File: config.mk
export PLATFORM = sky130hd
export DESIGN_NAME = pio_address_decode
export DESIGN_NICKNAME = d
export VERILOG_FILES = /design/src/rtl/lvda_addr_pkg.sv /design/src/rtl/address_bit_cell.sv /design/src/rtl/pio_address_decode.sv
export SDC_FILE = /design/constraint.sdc
export NUM_CORES = 1
export LEC_CHECK = 0
export CORE_ASPECT_RATIO = 0.75
export CORE_MARGIN = 2
export CORE_UTILIZATION = 25
export DETAILED_ROUTE_END_ITERATION = 8
export GPL_TIMING_DRIVEN = 0
export PLACE_DENSITY_LB_ADDON = 0.08
export REMOVE_ABC_BUFFERS = 1
export SLEW_MARGIN = 20
export SYNTH_ARGS = -nofsm -noshare
export SYNTH_HDL_FRONTEND = slang
export SYNTH_SLANG_ARGS = --single-unit
File: constraint.sdc
create_clock -name SIM_CLK -period 3.4 [get_ports SIM_CLK]
set_clock_uncertainty 0.15 [all_clocks]
set_input_delay 0.34 -clock SIM_CLK [delete_from_list [all_inputs] [get_ports SIM_CLK]]
set_output_delay 0.34 -clock SIM_CLK [all_outputs]
set_load 0.01 [all_outputs]
File: src/rtl/lvda_addr_pkg.sv
`default_nettype none
// ============================================================================
// Module   : lvda_addr_pkg
// Purpose  : Shared types and helpers for the PIO address decode.
//            - pio_state_t : PIO command state encoding.
//            - c_PH_*      : bit positions of the phase strobes in the
//                            phase vector.
//            - parity_error: odd-parity check over address plus parity bit.
// Revision : 1.0  initial release
// ============================================================================
package lvda_addr_pkg;

    typedef enum logic [1:0] {
        IDLE   = 2'd0,
        ARMED  = 2'd1,
        ACTIVE = 2'd2
    } pio_state_t;

    // Phase strobe positions within the packed phase vector
    localparam int c_PH_V1  = 0;
    localparam int c_PH_V4  = 1;
    localparam int c_PH_W7  = 2;
    localparam int c_PH_X3  = 3;
    localparam int c_PH_Y3  = 4;
    localparam int c_PH_Z7  = 5;
    localparam int c_NUM_PH = 6;

    // Address and parity bit together must carry an odd number of ones.
    // The address is zero-extended to 64 bits; the extra zeros do not
    // change the reduction.
    function automatic logic parity_error(input logic [63:0] addr,
                                          input logic        par);
        return ~(^{addr, par});
    endfunction

endpackage
`default_nettype wire

File: src/rtl/address_bit_cell.sv
`default_nettype none
// ============================================================================
// Module   : address_bit_cell
// Purpose  : One latched PIO address bit.
//            Priority: load > set > clear > hold.
// Ports    : clk, rst_n  - clock, asynchronous active-low reset
//            i_load,i_d  - load strobe and data
//            i_set       - force bit to 1
//            i_clear     - force bit to 0
//            o_q         - registered bit
//            o_next      - value the bit takes at the next edge
// Revision : 1.0  initial release
// ============================================================================
module address_bit_cell (
    input  logic clk,
    input  logic rst_n,
    input  logic i_load,
    input  logic i_d,
    input  logic i_set,
    input  logic i_clear,
    output logic o_q,
    output logic o_next
);

    logic w_next;

    always_comb begin
        w_next = o_q;
        if (i_load) begin
            w_next = i_d;
        end else if (i_set) begin
            w_next = 1'b1;
        end else if (i_clear) begin
            w_next = 1'b0;
        end
    end

    always_ff @(posedge clk or negedge rst_n) begin
        if (!rst_n) begin
            o_q <= 1'b0;
        end else begin
            o_q <= w_next;
        end
    end

    // Exposed so the channel decode can be registered from the post-load value
    assign o_next = w_next;

endmodule
`default_nettype wire

File: src/rtl/pio_address_decode.sv
`default_nettype none
// ============================================================================
// Module   : pio_address_decode
// Purpose  : Latches the PIO address from phase-timed address lines, runs
//            the PIO command FSM (PIOD), generates PARS/DINF/DARO strobes,
//            decodes the address into a one-hot channel select and checks
//            address parity.
// Ports    : SIM_CLK, SIM_RST        - clock, async active-low reset
//            V1,V4,W7,X3,Y3,Z7       - phase strobes
//            ADDR_IN, PAR_IN         - address lines and odd-parity bit
//            PIOV..TRSV              - qualifier lines
//            ADDR_Q                  - latched address
//            PIOD, PARS, DINF, DARO  - control outputs
//            DSEL                    - one-hot channel select
//            PERR                    - sticky parity error
// Revision : 1.0  initial release
// ============================================================================
module pio_address_decode #(
    parameter int ADDR_W    = 9,
    parameter int CH_W      = 4,
    parameter int DIR_BIT   = 7,
    parameter bit PARITY_EN = 1'b1
) (
    input  logic                   SIM_CLK,
    input  logic                   SIM_RST,
    input  logic                   V1,
    input  logic                   V4,
    input  logic                   W7,
    input  logic                   X3,
    input  logic                   Y3,
    input  logic                   Z7,
    input  logic [ADDR_W-1:0]      ADDR_IN,
    input  logic                   PAR_IN,
    input  logic                   PIOV,
    input  logic                   PIODV,
    input  logic                   PAAV,
    input  logic                   ADV,
    input  logic                   G1DV,
    input  logic                   G3DV,
    input  logic                   G6DV,
    input  logic                   PARSV,
    input  logic                   AI3V,
    input  logic                   TRSV,
    output logic [ADDR_W-1:0]      ADDR_Q,
    output logic                   PIOD,
    output logic                   PARS,
    output logic                   DINF,
    output logic                   DARO,
    output logic [(2**CH_W)-1:0]   DSEL,
    output logic                   PERR
);

    import lvda_addr_pkg::*;

    localparam int c_NUM_CH = 2**CH_W;

    logic [c_NUM_PH-1:0] w_phase;
    logic [ADDR_W-1:0]   w_addr_next;
    logic                w_load;
    logic                w_clr_cmd;
    logic                w_set_cmd;
    logic                w_start;
    logic                w_dainf_set;
    logic                w_daro_set;
    logic                w_unused;
    logic                r_dainf;
    pio_state_t          r_state;
    pio_state_t          w_state_next;
    logic [c_NUM_CH-1:0] w_dsel_next;

    assign w_phase[c_PH_V1] = V1;
    assign w_phase[c_PH_V4] = V4;
    assign w_phase[c_PH_W7] = W7;
    assign w_phase[c_PH_X3] = X3;
    assign w_phase[c_PH_Y3] = Y3;
    assign w_phase[c_PH_Z7] = Z7;

    // V1 has no function in this block; kept for pin compatibility with LVDA.
    // PAR_IN is unused when parity checking is compiled out.
    assign w_unused = ^{w_phase[c_PH_V1], PAR_IN};

    // ------------------------------------------------------------------
    // Address register
    // ------------------------------------------------------------------
    assign w_load    = w_phase[c_PH_Y3] & PIODV;
    assign w_clr_cmd = w_phase[c_PH_V4] & PARSV;
    assign w_set_cmd = w_phase[c_PH_X3] & PAAV & ADV & ~G6DV & ~G1DV;

    genvar gi;
    generate
        for (gi = 0; gi < ADDR_W; gi++) begin : g_addr_bit
            // Bits 0-1 are only ever set; upper bits are only ever cleared
            address_bit_cell u_cell (
                .clk     (SIM_CLK),
                .rst_n   (SIM_RST),
                .i_load  (w_load),
                .i_d     (ADDR_IN[gi]),
                .i_set   ((gi < 2) ? w_set_cmd : 1'b0),
                .i_clear ((gi >= 2) ? w_clr_cmd : 1'b0),
                .o_q     (ADDR_Q[gi]),
                .o_next  (w_addr_next[gi])
            );
        end
    endgenerate

    // ------------------------------------------------------------------
    // PIO command FSM
    // ------------------------------------------------------------------
    assign w_start = w_phase[c_PH_W7] & PIOV & PAAV & ADV & ~G6DV & ~G1DV;

    always_comb begin
        w_state_next = r_state;
        w_dsel_next  = '0;
        case (r_state)
            IDLE:    if (w_start)                  w_state_next = ARMED;
            ARMED:   if (w_phase[c_PH_V4])         w_state_next = ACTIVE;
            ACTIVE:  if (w_phase[c_PH_X3] & ~ADV)  w_state_next = IDLE;
            default:                               w_state_next = IDLE;
        endcase
        // Decode from the next address so a load during ACTIVE is seen at once
        if (w_state_next == ACTIVE) begin
            w_dsel_next[w_addr_next[CH_W-1:0]] = 1'b1;
        end
    end

    always_ff @(posedge SIM_CLK or negedge SIM_RST) begin
        if (!SIM_RST) begin
            r_state <= IDLE;
            PIOD    <= 1'b0;
            DSEL    <= '0;
        end else begin
            r_state <= w_state_next;
            PIOD    <= (w_state_next == ACTIVE);
            DSEL    <= w_dsel_next;
        end
    end

    // ------------------------------------------------------------------
    // Control strobes
    // ------------------------------------------------------------------
    assign w_dainf_set = w_phase[c_PH_W7] &
                         ((AI3V & ~ADDR_Q[DIR_BIT]) | (TRSV & ADDR_Q[DIR_BIT]));
    assign w_daro_set  = w_phase[c_PH_W7] & PIODV & ~ADV & ~ADDR_Q[DIR_BIT] &
                         (ADDR_Q[1:0] == 2'b11);

    always_ff @(posedge SIM_CLK or negedge SIM_RST) begin
        if (!SIM_RST) begin
            PARS    <= 1'b0;
            r_dainf <= 1'b0;
            DINF    <= 1'b0;
            DARO    <= 1'b0;
        end else begin
            PARS <= w_phase[c_PH_V4] & PAAV & G6DV & ~G3DV;

            // Set takes precedence over a coincident Z7 clear
            if (w_dainf_set) begin
                r_dainf <= 1'b1;
            end else if (w_phase[c_PH_Z7]) begin
                r_dainf <= 1'b0;
            end

            if (w_phase[c_PH_Y3]) begin
                DINF <= r_dainf;
            end

            if (w_daro_set) begin
                DARO <= 1'b1;
            end else if (w_phase[c_PH_Z7]) begin
                DARO <= 1'b0;
            end
        end
    end

    // ------------------------------------------------------------------
    // Address parity
    // ------------------------------------------------------------------
    generate
        if (PARITY_EN) begin : g_parity
            logic w_par_err;
            assign w_par_err = parity_error({{(64-ADDR_W){1'b0}}, ADDR_IN}, PAR_IN);

            // A load coinciding with PARS restarts the flag from that load
            always_ff @(posedge SIM_CLK or negedge SIM_RST) begin
                if (!SIM_RST) begin
                    PERR <= 1'b0;
                end else if (PARS) begin
                    PERR <= w_load & w_par_err;
                end else if (w_load) begin
                    PERR <= PERR | w_par_err;
                end
            end
        end else begin : g_no_parity
            assign PERR = 1'b0;
        end
    endgenerate

endmodule
`default_nettype wire

Word level (Yosys, flattened, before mapping)
Index checks and enable logic that the tools add are counted.
{"block": "word_totals", "word_cells": 87, "regBits": 33}
{"block": "classes", "order_cmp": 2, "n_bitwise": 31, "reduce_logical": 7, "eq_ne": 4, "muxes": 26}
{"operator": "$reduce_xor A65 Y1", "n": 1}
{"operator": "$and A1 B1 Y1", "n": 23}
{"operator": "$mux W1", "n": 20}
{"operator": "$mux W16", "n": 1}
{"operator": "$reduce_bool A2 Y1", "n": 4}
{"operator": "$eq A2 B2 Y1 const B", "n": 3}
{"operator": "$mux W2", "n": 3}
{"operator": "$not A1 Y1", "n": 6}
{"operator": "$pmux W2 S3", "n": 1}
{"operator": "$lt A4 B5 Y1 const B", "n": 1}
{"operator": "$demux W1 S4", "n": 1}
{"operator": "$ge A4 B1 Y1 const B", "n": 1}
{"operator": "$eq A2 B1 Y1 const B", "n": 1}
{"operator": "$logic_not A2 Y1", "n": 1}
{"operator": "$or A1 B1 Y1", "n": 2}
{"operator": "$logic_and A1 B1 Y1", "n": 1}

Logic depth before layout (Yosys ltp)
{"block": "depth", "depth_word": 11, "ltp_mapped": 6, "ltp_nobuf": 5}

By module
Synthesis repeated with hierarchy kept, for this count alone.
{"block": "unflattened", "cells_unflattened": 129, "area_unflattened_um2": 1400.1}
{"mod": "pio_address_decode", "cells_each": 84, "instances": 1, "area_per_inst_um2": 983.4, "seq_area_each_um2": 600.6}
{"mod": "address_bit_cell", "cells_each": 5, "instances": 9, "area_per_inst_um2": 46.3, "seq_area_each_um2": 25.0}

Worst setup path after synthesis
No wires, ideal clock.
{"block": "synth_timing", "kind": "in2reg", "from": "in ADDR_IN[4]", "to": "reg PERR", "path_stages": 4, "required_time_ns": 3.121, "path_slack_ns": 2.027, "arrival_time_ns": 1.094, "n_path_buf": 0, "path_cell_list": "xnor2_1 -> xnor3_1 -> xnor2_1 -> o22ai_1"}
{"block": "synth_via", "elab_chain_len": 5}
{"element": "start: declaration", "line_no": "pio_address_decode.sv:32", "text": "input logic [ADDR_W-1:0] ADDR_IN,"}
{"element": "$reduce_xor A65 Y1 *", "line_no": "lvda_addr_pkg.sv:33", "text": "return ~(^{addr, par});"}
{"element": "$not A1 Y1 *", "line_no": "lvda_addr_pkg.sv:33"}
{"element": "$or A1 B1 Y1", "line_no": "pio_address_decode.sv:189", "text": "PERR <= PERR | w_par_err;"}
{"element": "$mux W1", "line_no": "pio_address_decode.sv:188", "text": "end else if (w_load) begin"}
{"element": "$mux W1 *", "line_no": "pio_address_decode.sv:186", "text": "end else if (PARS) begin"}
{"element": "end signal: assignment", "line_no": "pio_address_decode.sv:187", "text": "PERR <= w_load & w_par_err;"}
{"element": "end signal: assignment", "line_no": "pio_address_decode.sv:189"}
{"element": "end: declaration", "line_no": "pio_address_decode.sv:50", "text": "output logic PERR"}
Mark *: on every way between the ends. The rest lies on a longest branch, timed or not. The select of a mux whose other input is x is not followed.
A chain may end at the register's enable or synchronous reset.

Worst setup path after layout
{"block": "layout_timing", "from": "in Y3", "to": "reg DSEL[0]"}
{"block": "layout_via", "elab_chain_len": 7}
{"element": "start: declaration", "line_no": "pio_address_decode.sv:30", "text": "input logic Y3,"}
{"element": "$and A1 B1 Y1 *", "line_no": "pio_address_decode.sv:85", "text": "assign w_load = w_phase[c_PH_Y3] & PIODV;"}
{"element": "$mux W1", "line_no": "address_bit_cell.sv:29", "text": "if (i_load) begin"}
{"element": "$lt A4 B5 Y1 (implied by the code) or $ge A4 B1 Y1 (tied branches)", "line_no": "pio_address_decode.sv:122", "text": "w_dsel_next[w_addr_next[CH_W-1:0]] = 1'b1;"}
{"element": "$logic_and A1 B1 Y1 (implied by the code)", "line_no": "pio_address_decode.sv:122"}
{"element": "$mux W1 (implied by the code)", "line_no": "pio_address_decode.sv:122"}
{"element": "$demux W1 S4 *", "line_no": "pio_address_decode.sv:122"}
{"element": "$mux W16 *", "line_no": "pio_address_decode.sv:121", "text": "if (w_state_next == ACTIVE) begin"}
{"element": "via w_dsel_next[0]", "line_no": "pio_address_decode.sv:69", "text": "logic [c_NUM_CH-1:0] w_dsel_next;"}
{"element": "end signal: assignment", "line_no": "pio_address_decode.sv:134", "text": "DSEL <= w_dsel_next;"}
{"element": "end: declaration", "line_no": "pio_address_decode.sv:49", "text": "output logic [(2**CH_W)-1:0] DSEL,"}
The timed path passes the listed nets; every way through them passes the cells marked *.

==> impl_metrics.env <==
export IMPL_outcome="finished clean"
export IMPL_n_fill_cell=559
export IMPL_cp_top_family="simple AND/OR/NAND/NOR gates"
export IMPL_grt_max_degree=23
export IMPL_grt_pass1_wl_um=5890
export IMPL_cts_made_buffers=5
export IMPL_ant_nets=0
export IMPL_grt_pass1_vias=1148
export IMPL_synth_edf_count=0
export IMPL_antenna_found_initial=0
export IMPL_synth_ff_type="dfrtp_1"
export IMPL_worstSkewPairLatency_ps=290
export IMPL_grt_overflow_total=0
export IMPL_n_antenna_cell=0
export IMPL_yosysSeqAreaShare=0.567
export IMPL_drive_gt1_frac=0.142
export IMPL_cts_resized=0
export IMPL_period_share=0.545
export IMPL_ys_types=31
export IMPL_worstSetupPathType="in2reg"
export IMPL_r2r_slack_ps=2010
export IMPL_end_kind="flop"
export IMPL_routed_wl_um=3540
export IMPL_synth_compound_area_frac=0.131
export IMPL_place_ws_ps=1230
export IMPL_cpMostUsedCell="nor2_1"
export IMPL_area_growth_pct=49.5
export IMPL_grt_usage=0.120
export IMPL_finalNonFillerCells=254
export IMPL_fp_row_count=24
export IMPL_fin_ws_ps=1550
export IMPL_clock_fmax_mhz=539
export IMPL_slew_violations=0
export IMPL_clk_pin_slew_worst_paths_ps=70
export IMPL_core_um2=5740
export IMPL_nets=203
export IMPL_design_die_area_um2=6460
export IMPL_fin_tns_setup_ps=0
export IMPL_synth_seq_cells=33
export IMPL_drt_iter0_drc=31
export IMPL_port_buffers=56
export IMPL_cts_max_level=2
export IMPL_postSynthCellCount=121
export IMPL_peakVddDrop_mv=0.135
export IMPL_synth_fa_ha_area_frac=0
export IMPL_synthesis_area_um2=1460
export IMPL_final_cell_mix="clkdlybuf4s50_1 (55), dfrtp_1 (33), nor2_1 (21)"
export IMPL_layout_commonest_cell="clkdlybuf4s50_1"
export IMPL_num_vias=1065
export IMPL_yosysWarnings=0
export IMPL_crit_chain="clkdlybuf4s50_1, and2_1, nor2_1, a22oi_1, nor2_1"
export IMPL_muxShareOfSynthArea=0.0232
export IMPL_crit_fanout=9
export IMPL_post_drt_via_cell_ratio=4.19
export IMPL_wl_per_cell_um=14.0
export IMPL_min_from="r_state[1]"
export IMPL_gp_congestion=0.669
export IMPL_start_kind="input pin"
export IMPL_setup_violations=0
export IMPL_r2r_end="DSEL[0]"
export IMPL_cp_required_ps=3400
export IMPL_min_path_cells=1
export IMPL_die_h_um=70.1
export IMPL_max_stage_delay_ps=540
export IMPL_drt_first_pass_iters=4
export IMPL_leakage_uw=0.000927
export IMPL_synthArstFlopShare=1.00
export IMPL_synth_top_area_share=0.567
export IMPL_rr_startpoint="r_state[0]"
export IMPL_cts_max_path_buffers=2
export IMPL_synth_top_family_by_area="simple AND/OR/NAND/NOR gates"
export IMPL_yosys_area_top_type="dfrtp_1"
export IMPL_synth_area_per_cell_um2=12.0
export IMPL_crit_path_top_delay_cell="clkdlybuf4s50_1"
export IMPL_final_util=0.380
export IMPL_cts_tree="yes"
export IMPL_max_cap_violations=0
export IMPL_cts_sinks=33
export IMPL_hold_path_end="r_state[0]"
export IMPL_relSlewSlack=0.661
export IMPL_cellPowerDensity_nw_per_um2=455
export IMPL_fin_crit_ps=1850
export IMPL_yosys_area_share_simple=0.148
export IMPL_hold_viol=0
export IMPL_tightest_slew_ps=509
export IMPL_rsz0062_at_grt="no"
export IMPL_hpwl_um=2730
export IMPL_synth_top_cells_by_area="dfrtp_1 (57%), nor2_1 (5.4%), buf_4 (4.6%)"
export IMPL_start_util=0.254
export IMPL_dieWidth_um=92.2
export IMPL_cts_root_buffer="clkbuf_8"
export IMPL_reg2regPathDepth=4
export IMPL_dp_cells=245
export IMPL_critPathArrivalTime_ps=1850
export IMPL_path_buf_inv=1
export IMPL_worst_hold_path_type="reg2reg"
export IMPL_synth_xor_area_share=0.0575
export IMPL_ios=58
export IMPL_drc=0
-- where the power goes --
part           internal [µW]  switching, µW  total (µW)
clock network            219            153         373
logic                    106           81.4         187
registers                415           16.6         432
-- cells in the mapped netlist (3+ instances only) --
| cell type | n |
|---|---|
| dfrtp_1 | 33 |
| nor2_1 | 21 |
| buf_4 | 9 |
| xnor2_1 | 7 |
| a21oi_1 | 5 |
| a22o_1 | 5 |
| nand2_1 | 4 |
| nand3_2 | 4 |
| inv_1 | 3 |
| mux2_2 | 3 |
-- registers in the layout, summed over array words and instances, names as in the netlist --
register               count
DARO                       1
DINF                       1
DSEL                      16
PARS                       1
PERR                       1
PIOD                       1
g_addr_bit.u_cell.o_q      9
r_dainf                    1
r_state                    2
-- metrics by stage --
step                      hold slack (ps)  instance area (µm²)  total power [µW]
after CTS                             315                 2180              1000
after global routing                  333                 2180              1040
after floorplan                      -106                 1370               521
after global placement                282                 2030               624
after detailed placement              117                 2050               629
final                                 311                 2180               991
-- repair_timing --
action                                 CTS  global route
setup buffers                            0             0
endpoints found under the hold margin   11             0
hold buffers                             1             0
-- per-layer routing --
metal / global-route usage / wire (µm)
met1: 0.158 / 1670
met2: 0.185 / 1640
met3: 0.0378 / 194
met4: 0.0481 / 40
met5: 0 / 0
-- area by class of cell --
| cell class | count | area, µm² | area share |
|---|---|---|---|
| inverters | 5 | 23.8 | 0.0109 |
| well taps | 78 | 97.6 | 0.0448 |
| flip-flops and latches | 33 | 826 | 0.379 |
| repair buffers | 58 | 593 | 0.272 |
| clock buffers | 5 | 68.8 | 0.0316 |
| clock inverters | 3 | 46.3 | 0.0212 |
| multi-input cells | 72 | 524 | 0.241 |
-- worst max path at each step --
stage,start,end,slack [ps],cells after the start
2_1_floorplan,ADDR_IN[4],PERR,2020,4
3_3_place_gp,SIM_RST,r_state[0],1160,1
3_5_place_dp,Y3,DSEL[0],1230,5
4_1_cts,Y3,DSEL[0],1530,5
5_1_grt,PIODV,DSEL[4],1390,5
6_report,Y3,DSEL[0],1550,5
-- kinds of logic after synthesis --
logic type,count (synthesis)
xor gates and xnor gates,8
muxes,3
AOI/OAI and AO/OA,22
and+or+nand+nor,39
buffers and inverters,16
DFF,33
Note: power is estimated with default switching activity, not from simulation.
